File: config.mk
export PLATFORM = sky130hd
export DESIGN_NAME = sipo_deserializer
export DESIGN_NICKNAME = d
export VERILOG_FILES = /design/src/rtl/sipo_deserializer.sv
export SDC_FILE = /design/constraint.sdc
export NUM_CORES = 1
export LEC_CHECK = 0
export ABC_CLOCK_PERIOD_IN_PS = 1770
export BUFFER_PORTS_ARGS = -buffer_cell sky130_fd_sc_hd__buf_2
export CAP_MARGIN = 10
export CORE_ASPECT_RATIO = 0.8
export CORE_MARGIN = 2
export CORE_UTILIZATION = 25
export DETAILED_ROUTE_END_ITERATION = 8
export MAX_ROUTING_LAYER = met4
export PLACE_DENSITY_LB_ADDON = 0.3
export SYNTH_ARGS = -nofsm -noshare
export SYNTH_HDL_FRONTEND = slang
export SYNTH_SLANG_ARGS = --single-unit
File: constraint.sdc
create_clock -name clk -period 1.77 [get_ports clk]
set_clock_uncertainty 0.15 [all_clocks]
set_input_delay 0 -clock clk [delete_from_list [all_inputs] [get_ports clk]]
set_output_delay 0 -clock clk [all_outputs]
set_load 0.005 [all_outputs]
File: src/rtl/sipo_deserializer.sv
// Serial-in/parallel-out receiver: assembles WIDTH-bit words from a strobed bit stream
// and presents them on a valid/ready port. Define SIPO_PARITY_EN for an even-parity frame bit.
module sipo_deserializer #(
  parameter int WIDTH = 8,
  parameter bit MSB_FIRST = 1'b1,
`ifdef SIPO_PARITY_EN
  localparam int FRAME = WIDTH + 1,
`else
  localparam int FRAME = WIDTH,
`endif
  localparam int CW = $clog2(FRAME + 1)
) (
  input  logic             clk,
  input  logic             reset,
  input  logic             serial_in,
  input  logic             shift,
  input  logic             clear,
  output logic [WIDTH-1:0] parallel_out,
  output logic             out_valid,
  input  logic             out_ready,
  output logic [CW-1:0]    bit_count,
  output logic             overflow
`ifdef SIPO_PARITY_EN
  ,
  output logic             parity_err
`endif
);

  localparam logic [CW-1:0] LAST = CW'(FRAME - 1);

  logic [WIDTH-1:0] sreg_r;
  logic [WIDTH-1:0] shifted_s;
  logic [WIDTH-1:0] word_s;
  logic             complete_s;
  logic             take_s;

  // Shift-register contents with the current bit appended in the configured order
  always_comb begin
    if (MSB_FIRST) begin
      shifted_s = {sreg_r[WIDTH-2:0], serial_in};
    end else begin
      shifted_s = {serial_in, sreg_r[WIDTH-1:1]};
    end
  end

  // Completion on the last bit of a frame; the word is taken unless a pending one blocks it
  always_comb begin
    complete_s = shift && (bit_count == LAST);
    take_s     = complete_s && (!out_valid || out_ready);
`ifdef SIPO_PARITY_EN
    // the last frame bit is parity, so the data word is already fully shifted in
    word_s     = sreg_r;
`else
    word_s     = shifted_s;
`endif
  end

  // Frame assembly, output word register, handshake and sticky overflow
  always_ff @(posedge clk) begin
    if (!reset) begin
      sreg_r       <= '0;
      bit_count    <= '0;
      parallel_out <= '0;
      out_valid    <= 1'b0;
      overflow     <= 1'b0;
`ifdef SIPO_PARITY_EN
      parity_err   <= 1'b0;
`endif
    end else if (clear) begin
      sreg_r    <= '0;
      bit_count <= '0;
      overflow  <= 1'b0;
    end else begin
      if (shift) begin
        if (complete_s) begin
          bit_count <= '0;
          sreg_r    <= '0;
        end else begin
          bit_count <= bit_count + CW'(1);
          sreg_r    <= shifted_s;
        end
      end
      if (take_s) begin
        parallel_out <= word_s;
        out_valid    <= 1'b1;
`ifdef SIPO_PARITY_EN
        parity_err   <= (^sreg_r) ^ serial_in;
`endif
      end else if (complete_s) begin
        overflow <= 1'b1;
      end else if (out_ready) begin
        out_valid <= 1'b0;
      end
    end
  end

endmodule

# --- Word level (Yosys, flattened, before mapping) ---
# Index checks and enable logic that the tools add are counted.
classes:
  add_sub_neg: 1
  eq_ne: 2
  mux: 5
  n_bitwise: 3
  reduce_logical: 9
ops:
  columns: ["operator", "n"]
  rows:
  - ["7-bit two-way mux", 1]
  - ["4-bit by 1-bit adder with 4-bit output, second input constant", 1]
  - ["4-bit by 3-bit == test with 1-bit output, second input constant", 1]
  - ["4-bit two-way mux", 1]
  - ["2-bit AND reduction", 2]
  - ["1-bit two-way mux", 3]
  - ["1-bit NOT", 3]
  - ["3-bit AND reduction", 1]
  - ["1-bit logical AND", 2]
  - ["2-bit by 1-bit inequality test with 1-bit output, second input constant", 1]
  - ["2-bit nonzero test", 1]
  - ["2-bit OR reduction", 1]
  - ["1-bit zero test", 1]
  - ["1-bit logical OR", 1]
totals:
  ff_bits: 21
  input_bits: 6
  output_inout_bits: 14
  word_cells: 25

# --- Depth between registers and ports, before layout ---
# Gate-level depths: netlist (run 1).
logic_depth:
  depth_word: 5
  depth_mapped: 5
  depth_no_buf: 4

# --- Worst setup path after synthesis (run 1) ---
# OpenSTA, ideal clock, no wires.
synth_path:
  path_type: "register -> register"
  startpoint: "register bit_count[0]"
  endpoint: "register parallel_out[0]"
  setup_ps: 72
  arrival_ps: 1284
  t_required_ps: 1548
  path_slack_ps: 265
  path_stages_with_launch: 6
  path_buffers: 1
  synth_period_minus_slack_ps: 1505
  path_cell_list: "dfxtp_1 > ha_1 > nand4b_4 > nor3_2 > buf_6 > mux2i_1"
synth_between:
  elab_chain_cells: 4
synth_rtl:
  columns: ["element", "line", "rtl"]
  rows:
  - ["from (decl)", "21", "output logic [CW-1:0] bit_count,"]
  - ["from (signal assigned)", "79", "bit_count <= bit_count + CW'(1);"]
  - ["4-bit by 3-bit == test with 1-bit output", "48", "complete_s = shift && (bit_count == LAST);"]
  - ["1-bit logical AND", "48", null]
  - ["1-bit logical AND", "49", "take_s = complete_s && (!out_valid || out_ready);"]
  - ["2-bit AND reduction (no line)", null, null]
  - ["to (signal assigned)", "84", "parallel_out <= word_s;"]
  - ["to (decl)", "18", "output logic [WIDTH-1:0] parallel_out,"]
# Every way passes these cells.
# A chain may end at the register's enable or synchronous reset.

# --- Worst setup path after layout (run 1) ---
layout_path:
  startpoint: "register bit_count[0]"
  endpoint: "register parallel_out[1]"
# The elaborated chain is that of the path after synthesis.

==> run metrics, run 1 <==
outcome finished, final reports clean; Power Dens Cells 763 nW/um^2; Hold Vio Cnt, Final 0; YS warnings 0; Mapped Nets 100; initial core utilization 25.8%; GRT overflow 0; DP HPWL 1.21 mm; Post-synth ARST share 0%; post-synth top area share 48.3%; R2R cell count 5; CTS root buffer clkbuf_8; area leader, netlist dfxtp_1; Final Max Slew Viols 0; Final Net Count approximately 120; Fillers 377; final wirelength 1.68 mm; Max Cap Viol 0; Crit Path Category reg2reg; Final GP Congestion 0.728; die height 56.8 um; unrepaired setup endpoints after global routing no; Worst VDD drop 442 uV; GRT Total Usage 9.11%; hold path endpoint sreg_r[0]; multiplexer area fraction after synthesis 10.3%; Min Hold Slack 0.0274 ns; Die X 70.0 um; RR Startpoint bit_count[0]; largest net degree at the start of global routing 22; layout cell share with drive strength beyond 1 24.1%; Avg WL per Cell around 11 um; Static Leak between 0.4 and 0.5 nW; synthesized area 871 sq um; Clock H-tree levels 1; Post-Route Setup TNS 0 ns; Gate Count Post-Synth 93; vias per cell between 4 and 5; largest family of logic cells by synthesized area simple AND/OR/NAND/NOR gates; xor/xnor share of the synthesized area 2.01%; CTS tree built; antenna-violating nets left 0; routed vias slightly below 700; register area share after synthesis 48.3%; Site Rows 19; CTS Sinks 21; Yosys cell types 21; post-layout minimum cycle time 1.56 ns; R2R setup slack approximately 0.21 ns; Clock Latency Late Sink 0.26 ns; Synth area leaders dfxtp_1 48%, mux2i_1 10%, nand2_1 7.3%; Pre-antenna DRT Iters 4; compound-gate portion of the synthesized area 6.90%; initial DRC count 17; DR DRC count 0; IO Port Bufs 19; most common cell in the netlist dfxtp_1; Post-synth top cells 21 x dfxtp_1, 17 x nand2_1, 9 x a21oi_1, 9 x mux2i_1, 9 x nand2b_1; CTS Buf Count 3; slew margin rel. 70.7%; WP data required about 1.8 ns; Core Area 3380 sq um; HP Start shift; actual slew at the worst max-slew pin 0.439 ns; Worst setup EP type flop; prevailing post-synth register cell dfxtp_1; Hold WC Path Type in2reg; Highest Clock Rate 0.640 GHz; Setup crit start kind flop; ant diodes 0; setup violators final 0; first-pass GRT wire length ~2.8 mm; initial antenna violation count 0; CTS max path bufs 2; Mean Syn Cell Area between 9 and 10 sq um; FF+latch count, synth 21; area grow syn2layout 24.3%; # IOs 20; Crit Path Max Fanout 9; post-synthesis simple-gate area fraction approximately 27%; Adder-Cell Fraction of Synth Area 1.44%; period utilization around 88%; setup bufs post-CTS 0; data arrival time of the worst path 1.60 ns; CTS clock-pin slew for the worst setup and hold paths 0.07 ns; FF-to-FF End parallel_out[1]; EDFF count, synth 0; die area between 3000 and 4000 sq um; Hold Path Cell Cnt 3; vias in the first global route 625
==> worst max path at each step <==
stage | from | to | cells past startpoint
after floorplan | bit_count[0] | parallel_out[0] | 5
after global placement | bit_count[1] | parallel_out[0] | 5
after detailed placement | bit_count[0] | parallel_out[1] | 5
after CTS | bit_count[0] | parallel_out[0] | 5
after global routing | bit_count[0] | parallel_out[2] | 5
final | bit_count[0] | parallel_out[1] | 5
==> per-stage QoR <==
stage	power [W]	std cells	worst slack [ns]	util, %	cell area (sq um)
after floorplan	0.000511	93	0.265	-	871
after global placement	0.000523	151	0.254	29.8	1010
after detailed placement	0.000524	151	0.210	29.8	1010
after CTS	0.000845	158	0.190	32.1	1080
after global routing	0.000856	158	0.0466	32.1	1080
final	0.000825	158	0.208	32.1	1080
==> layout by cell type (no fill, tap or decap) <==
master         instances
a21oi_1                9
and4b_2                1
buf_2                 19
buf_4                  3
clkbuf_1               1
clkbuf_8               3
dfxtp_1               21
dlygate4sd3_1          3
ha_1                   1
mux2i_1                9
nand2_1               17
nand2b_1               9
nand3_1                7
nand3b_1               1
nand4_1                1
nand4b_4               1
nor2_1                 3
nor2b_1                1
nor3_1                 1
nor3_2                 1
o21a_1                 2
xor2_1                 2
==> registers in the layout, indices dropped and copies added, names as in the netlist <==
register / count
bit_count: 4
overflow: 1
sreg_r: 7
parallel_out: 8
out_valid: 1
==> repair_timing <==
action,CTS,global route
gates resized for setup,0,0
hold endpoints to repair,4,0
hold buffers,3,0
==> routing by layer <==
layer  vias up  share of wire (%)  routed length (um)  track usage, %
met5         -                  0                   0               -
met4         0                  0                   0           0.824
met3         0                6.1                 102            4.67
met2        17                 41                 694            13.2
met1       294                 53                 881            11.8
li1        362                  -                   -               -
==> worst max-delay path, cell delays in order, from the launching register on <==
cell and delay (ns):
dfxtp_1 0.40, ha_1 0.26, nand4b_4 0.12, nor3_2 0.15, buf_4 0.22, mux2i_1 0.20
==> logic make-up after synthesis <==
family,Yosys count
simple gates,43
fa+ha+maj,1
mux,9
buf+inv,6
xor+xnor,2
compound gates,11
flops,21
==> power by group <==
| part | leakage, nW | internal, W | switching [W] |
|---|---|---|---|
| registers | 0.169 | 0.000474 | 0.00000236 |
| clock network | 0.0228 | 0.000160 | 0.000148 |
| logic | 0.235 | 0.0000177 | 0.0000224 |
| total | 0.427 | 0.000652 | 0.000173 |
==> area by class of cell <==
class	instances	area, sq um	share of cell area [%]
timing repair buffer	25	148	13.6
sequential	21	420	38.8
tap	42	52.6	4.86
multi-input combinational	66	417	38.5
clock buffer	4	45.0	4.16
(Power assumes the default switching activity.)
==> run 2, diff against run 1 <==
Settings changed: ABC_CLOCK_PERIOD_IN_PS 1770 to unset, CORE_UTILIZATION 25 to 50, RECOVER_POWER set to 50.
==> run metrics, run 2 (synthesis results as in run 1) <==
outcome finished, final reports clean; Setup crit start kind flop; IO Port Bufs 19; Final Max Slew Viols 0; number of flip-flops in the largest register 8; Clock H-tree levels 1; period utilization 90.4%; most frequent cells in the layout 21 x dfxtp_1, 17 x nand2_1, 13 x buf_2; # IOs 20; unrepaired setup endpoints after global routing no; layout cell share with drive strength beyond 1 18.6%; slew margin rel. 69.9%; setup bufs post-CTS 0; CTS Sinks 21; routed vias 699; Power Dens Cells between 700 and 800 nW/um^2; Largest regs parallel_out: 8 flops, sreg_r: 7 flops, bit_count: 4 flops; actual slew at the worst max-slew pin between 0.4 and 0.5 ns; CTS clock-pin slew for the worst setup and hold paths 0.12 ns; die height 41.3 um; CTS tree built; ant diodes 0; Site Rows 13; Final GP Congestion around 0.75; Hold WC Path Type reg2reg; final wirelength roughly 1.6 mm; Core Area 1630 sq um; Final Net Count approximately 130; Design Area, Final 1050 sq um; Area after DPL between 900 and 1000 sq um; GRT overflow 0; Min Hold Slack 0.311 ns; DP HPWL 1.09 mm; antenna-violating nets left 0; initial antenna violation count 0; die area 2090 sq um; Top reg by flops parallel_out; CTS root buffer clkbuf_4; Highest Clock Rate 0.625 GHz; first-pass GRT wire length 2.70 mm; WP data required between 1.5 and 2 ns; Max Cap Viol 0; initial DRC count 10; Crit Path Category reg2reg; Crit Path Max Fanout 9; GRT Total Usage 18.5%; vias in the first global route 643; CTS max path bufs 2; vias per cell 4.99; DR DRC count 0; R2R setup slack 0.17 ns; setup violators final 0; Avg WL per Cell 11.1 um; Worst setup EP type flop; Worst VDD drop 679 uV; Post-Route Setup TNS 0 ns; leading cell type in the layout, fill and taps excluded dfxtp_1; Fillers 148; CTS Buf Count 3; area grow syn2layout 21.1%; Pre-antenna DRT Iters 4; initial core utilization 53.5%; data arrival time of the worst path ~1.7 ns; Hold Vio Cnt, Final 0; largest net degree at the start of global routing 22; Static Leak 0.402 nW; Clock Latency Late Sink 0.30 ns; post-layout minimum cycle time 1.60 ns; Die X 50.7 um
## run 2: layer usage
metal / routed length, um / GRT usage (%) / vias to the layer above / part of all wire, %
met4: 13 / 6.08 / 0 / 0.84
met3: 75 / 6.43 / 2 / 4.8
met1: 726 / 20.0 / 320 / 47
li1: - / - / 362 / -
met2: 740 / 33.6 / 15 / 48
met5: 0 / - / - / 0
## run 2: final timing paths
| path | start | to | cells past startpoint |
|---|---|---|---|
| min reg2reg | parallel_out[6] | parallel_out[6] | 2 |
| min | parallel_out[6] | parallel_out[6] | 2 |
| max reg2reg | bit_count[0] | parallel_out[0] | 5 |
| max | bit_count[0] | parallel_out[0] | 5 |
## run 2: timing repair
action / in CTS / in global routing
endpoints found under the hold margin: 18 / 0
hold buffers: 6 / 0
gates resized for setup: 0 / 0
## run 2: layout make-up
type | instances | area (sq um) | share of cell area, %
Clock inverter | 1 | 5.00 | 0.474
Sequential cell | 21 | 420 | 39.9
Timing Repair Buffer | 27 | 163 | 15.4
Clock buffer | 3 | 22.5 | 2.14
Multi-Input combinational cell | 66 | 417 | 39.5
Tap cell | 22 | 27.5 | 2.61
## run 2: report_power, final
group	internal (W)	total, W	switching, W
Combinational	0.0000201	0.0000425	0.0000224
Sequential	0.000475	0.000477	0.00000239
Clock	0.0000842	0.000227	0.000143
## run 2: metrics by stage
stage               cells  setup slack (ns)  utilization, %  total power, W
finish                140             0.170            64.8        0.000747
global route          140            0.0313            64.8        0.000778
CTS                   140             0.156            65.3        0.000756
detailed placement    130             0.200            59.9        0.000521
global placement      130             0.262            59.9        0.000520
floorplan              93             0.265               -        0.000511
## run 2: worst max-delay path: stages, from the launching register on
cell and delay, ns:
dfxtp_1 0.41, ha_1 0.26, nand4b_4 0.12, nor3_2 0.16
buf_4 0.22, mux2i_1 0.20
==> run 3, diff against run 2 <==
Settings changed: ABC_AREA set to 1, CORE_UTILIZATION 50 to 51.
==> run metrics, run 3 <==
Core Area 1640 sq um; data arrival time of the worst path 1.47 ns; Fillers between 100 and 150; CTS tree built; first-pass GRT wire length 2.93 mm; Avg WL per Cell between 10 and 15 um; Post-synth top cells 27 x nand2_1, 21 x dfxtp_1, 19 x nor2_1; CTS Sinks 21; final wirelength around 1.8 mm; setup violators final 0; Power Dens Cells roughly 690 nW/um^2; GRT overflow 0; Top reg by flops parallel_out; # IOs 20; Static Leak between 0.4 and 0.5 nW; area leader, netlist dfxtp_1; vias in the first global route approximately 720; Worst setup EP type flop; CTS Buf Count 3; Pre-antenna DRT Iters 4; area grow syn2layout 19.9%; prevailing post-synth register cell dfxtp_1; slew margin rel. 75.7%; layout cell share with drive strength beyond 1 roughly 17%; CTS clock-pin slew for the worst setup and hold paths 0.11 ns; CTS root buffer clkbuf_4; Setup crit start kind flop; FF+latch count, synth 21; initial antenna violation count 0; worst-path cell chain ha_1 -> nand2_2 -> inv_2 -> nand2_4 -> nor2_8 -> nor2_1 -> nor2_1; Crit Path Max Fanout 10; Highest Clock Rate between 0.7 and 0.8 GHz; routed vias 798; Die X 51.2 um; YS warnings 0; setup bufs post-CTS 0; die height 41.7 um; Final Max Slew Viols 0; most common cell in the netlist nand2_1; antenna-violating nets left 0; largest net degree at the start of global routing 13; Area after DPL 1020 sq um; Site Rows 13; Hold WC Path Type reg2reg; slowest CP cell dfxtp_1; register area share after synthesis 46.3%; unrepaired setup endpoints after global routing no; initial core utilization 55.2%; IO Port Bufs 19; period utilization 77.6%; Max Cap Viol 0; CTS max path bufs 2; Yosys cell types 17; number of flip-flops in the largest register 8; Worst path most repeated cell nor2_1; Design Area, Final 1090 sq um; Post-Route Setup TNS 0 ns; Clock Latency Late Sink about 0.3 ns; most frequent cells in the layout 27 x nand2_1, 21 x dfxtp_1, 20 x nor2_1; Synth area leaders dfxtp_1 46%, nand2_1 11%, nand3_1 8.8%; Clock H-tree levels 1; Final GP Congestion between 0.8 and 0.9; EDFF count, synth 0; Hold Vio Cnt, Final 0; Crit Path Category reg2reg; Post-synth ARST share 0%; ant diodes 0; WP data required around 1.9 ns; DP HPWL 1.25 mm; die area 2130 sq um; Mapped Nets between 100 and 150; Largest regs parallel_out: 8 flops, sreg_r: 7 flops, bit_count: 4 flops; DR DRC count 0; leading cell type in the layout, fill and taps excluded nand2_1; Worst path max stage delay approximately 0.38 ns; outcome finished, final reports clean; GRT Total Usage 18.4%; Final Net Count 158; Mean Syn Cell Area 7.32 sq um; Worst VDD drop 582 uV; Gate Count Post-Synth about 120; post-synth top area share 46.3%; post-layout minimum cycle time 1.37 ns; initial DRC count 23; synthesized area 907 sq um; vias per cell 4.64; actual slew at the worst max-slew pin 0.365 ns
run 3: cell count changes after synthesis, sizes merged, moves of 2 or more:
| cell | change |
|---|---|
| a21oi | +4 |
| clkbuf | -3 |
| inv | +17 |
| mux2i | -9 |
| nand2 | +12 |
| nand2b | -9 |
| nand3 | +9 |
| nor2 | +20 |
| nor3 | -2 |
| o21a | -2 |
| o21ai | +2 |
| xor2 | -2 |
run 3: worst max-delay path, delay by kind of cell, from the launching register on:
kind	cells	cell delay [ns]
and+or+nand+nor	5	0.52
adders and majority gates	1	0.17
buffers and inverters	1	0.09
DFF	1	0.38
run 3: per-layer routing:
| metal | up-vias | share of wire [%] | track usage (%) |
|---|---|---|---|
| met5 | - | 0 | - |
| met1 | 344 | 50 | 23.5 |
| li1 | 440 | - | - |
| met4 | 0 | 0.96 | 5.95 |
| met3 | 2 | 4.5 | 5.76 |
| met2 | 12 | 45 | 27.8 |
run 3: area by class of cell:
type,count,area (sq um),share of cell area (%)
multi-input cells,84,408,37.5
inverters,17,63.8,5.87
repair buffers,24,141,13.0
flip-flops and latches,21,420,38.7
well taps,22,27.5,2.53
clock buffers,4,26.3,2.42
run 3: kinds of logic (layout without fill, tap and decap cells):
group	count (synthesis)	count (layout)	synth area share (%)
buffers and inverters	19	45	8.41
AND/OR/NAND/NOR	68	68	35.2
adder cells (fa/ha/maj)	1	1	1.38
AO/OA/AOI/OAI	15	15	8.69
flip-flops	21	21	46.3
run 3: repair_timing:
action / 4_1_cts / 5_1_grt
hold buffers: 5 / 0
endpoints found under the hold margin: 21 / 0
resized for setup: 0 / 0
run 3: power by group:
part	internal [W]	leakage, nW	switching, W
clock network	0.0000879	0.0150	0.000136
registers	0.000475	0.169	0.00000207
logic	0.0000205	0.283	0.0000307
total	0.000583	0.467	0.000169
run 3: worst paths after layout:
check / to / slack, ns / depth (start not counted) / start
worst max-delay path: parallel_out[0] / 0.40 / 7 / bit_count[1]
worst min-delay path: overflow / 0.30 / 2 / overflow
worst max register to register: parallel_out[0] / 0.40 / 7 / bit_count[1]
worst min register to register: overflow / 0.30 / 2 / overflow
run 3: through the flow:
step | power [W] | setup slack [ns] | instances | hold WS, ns | util (%)
final | 0.000752 | 0.396 | 172 | 0.303 | 66.2
after global routing | 0.000789 | 0.306 | 172 | 0.333 | 66.2
after CTS | 0.000762 | 0.400 | 172 | 0.306 | 66.6
after detailed placement | 0.000530 | 0.430 | 163 | 0.146 | 61.9
after global placement | 0.000530 | 0.438 | 163 | 0.144 | 61.9
after floorplan | 0.000518 | 0.515 | 124 | 0.0117 | -
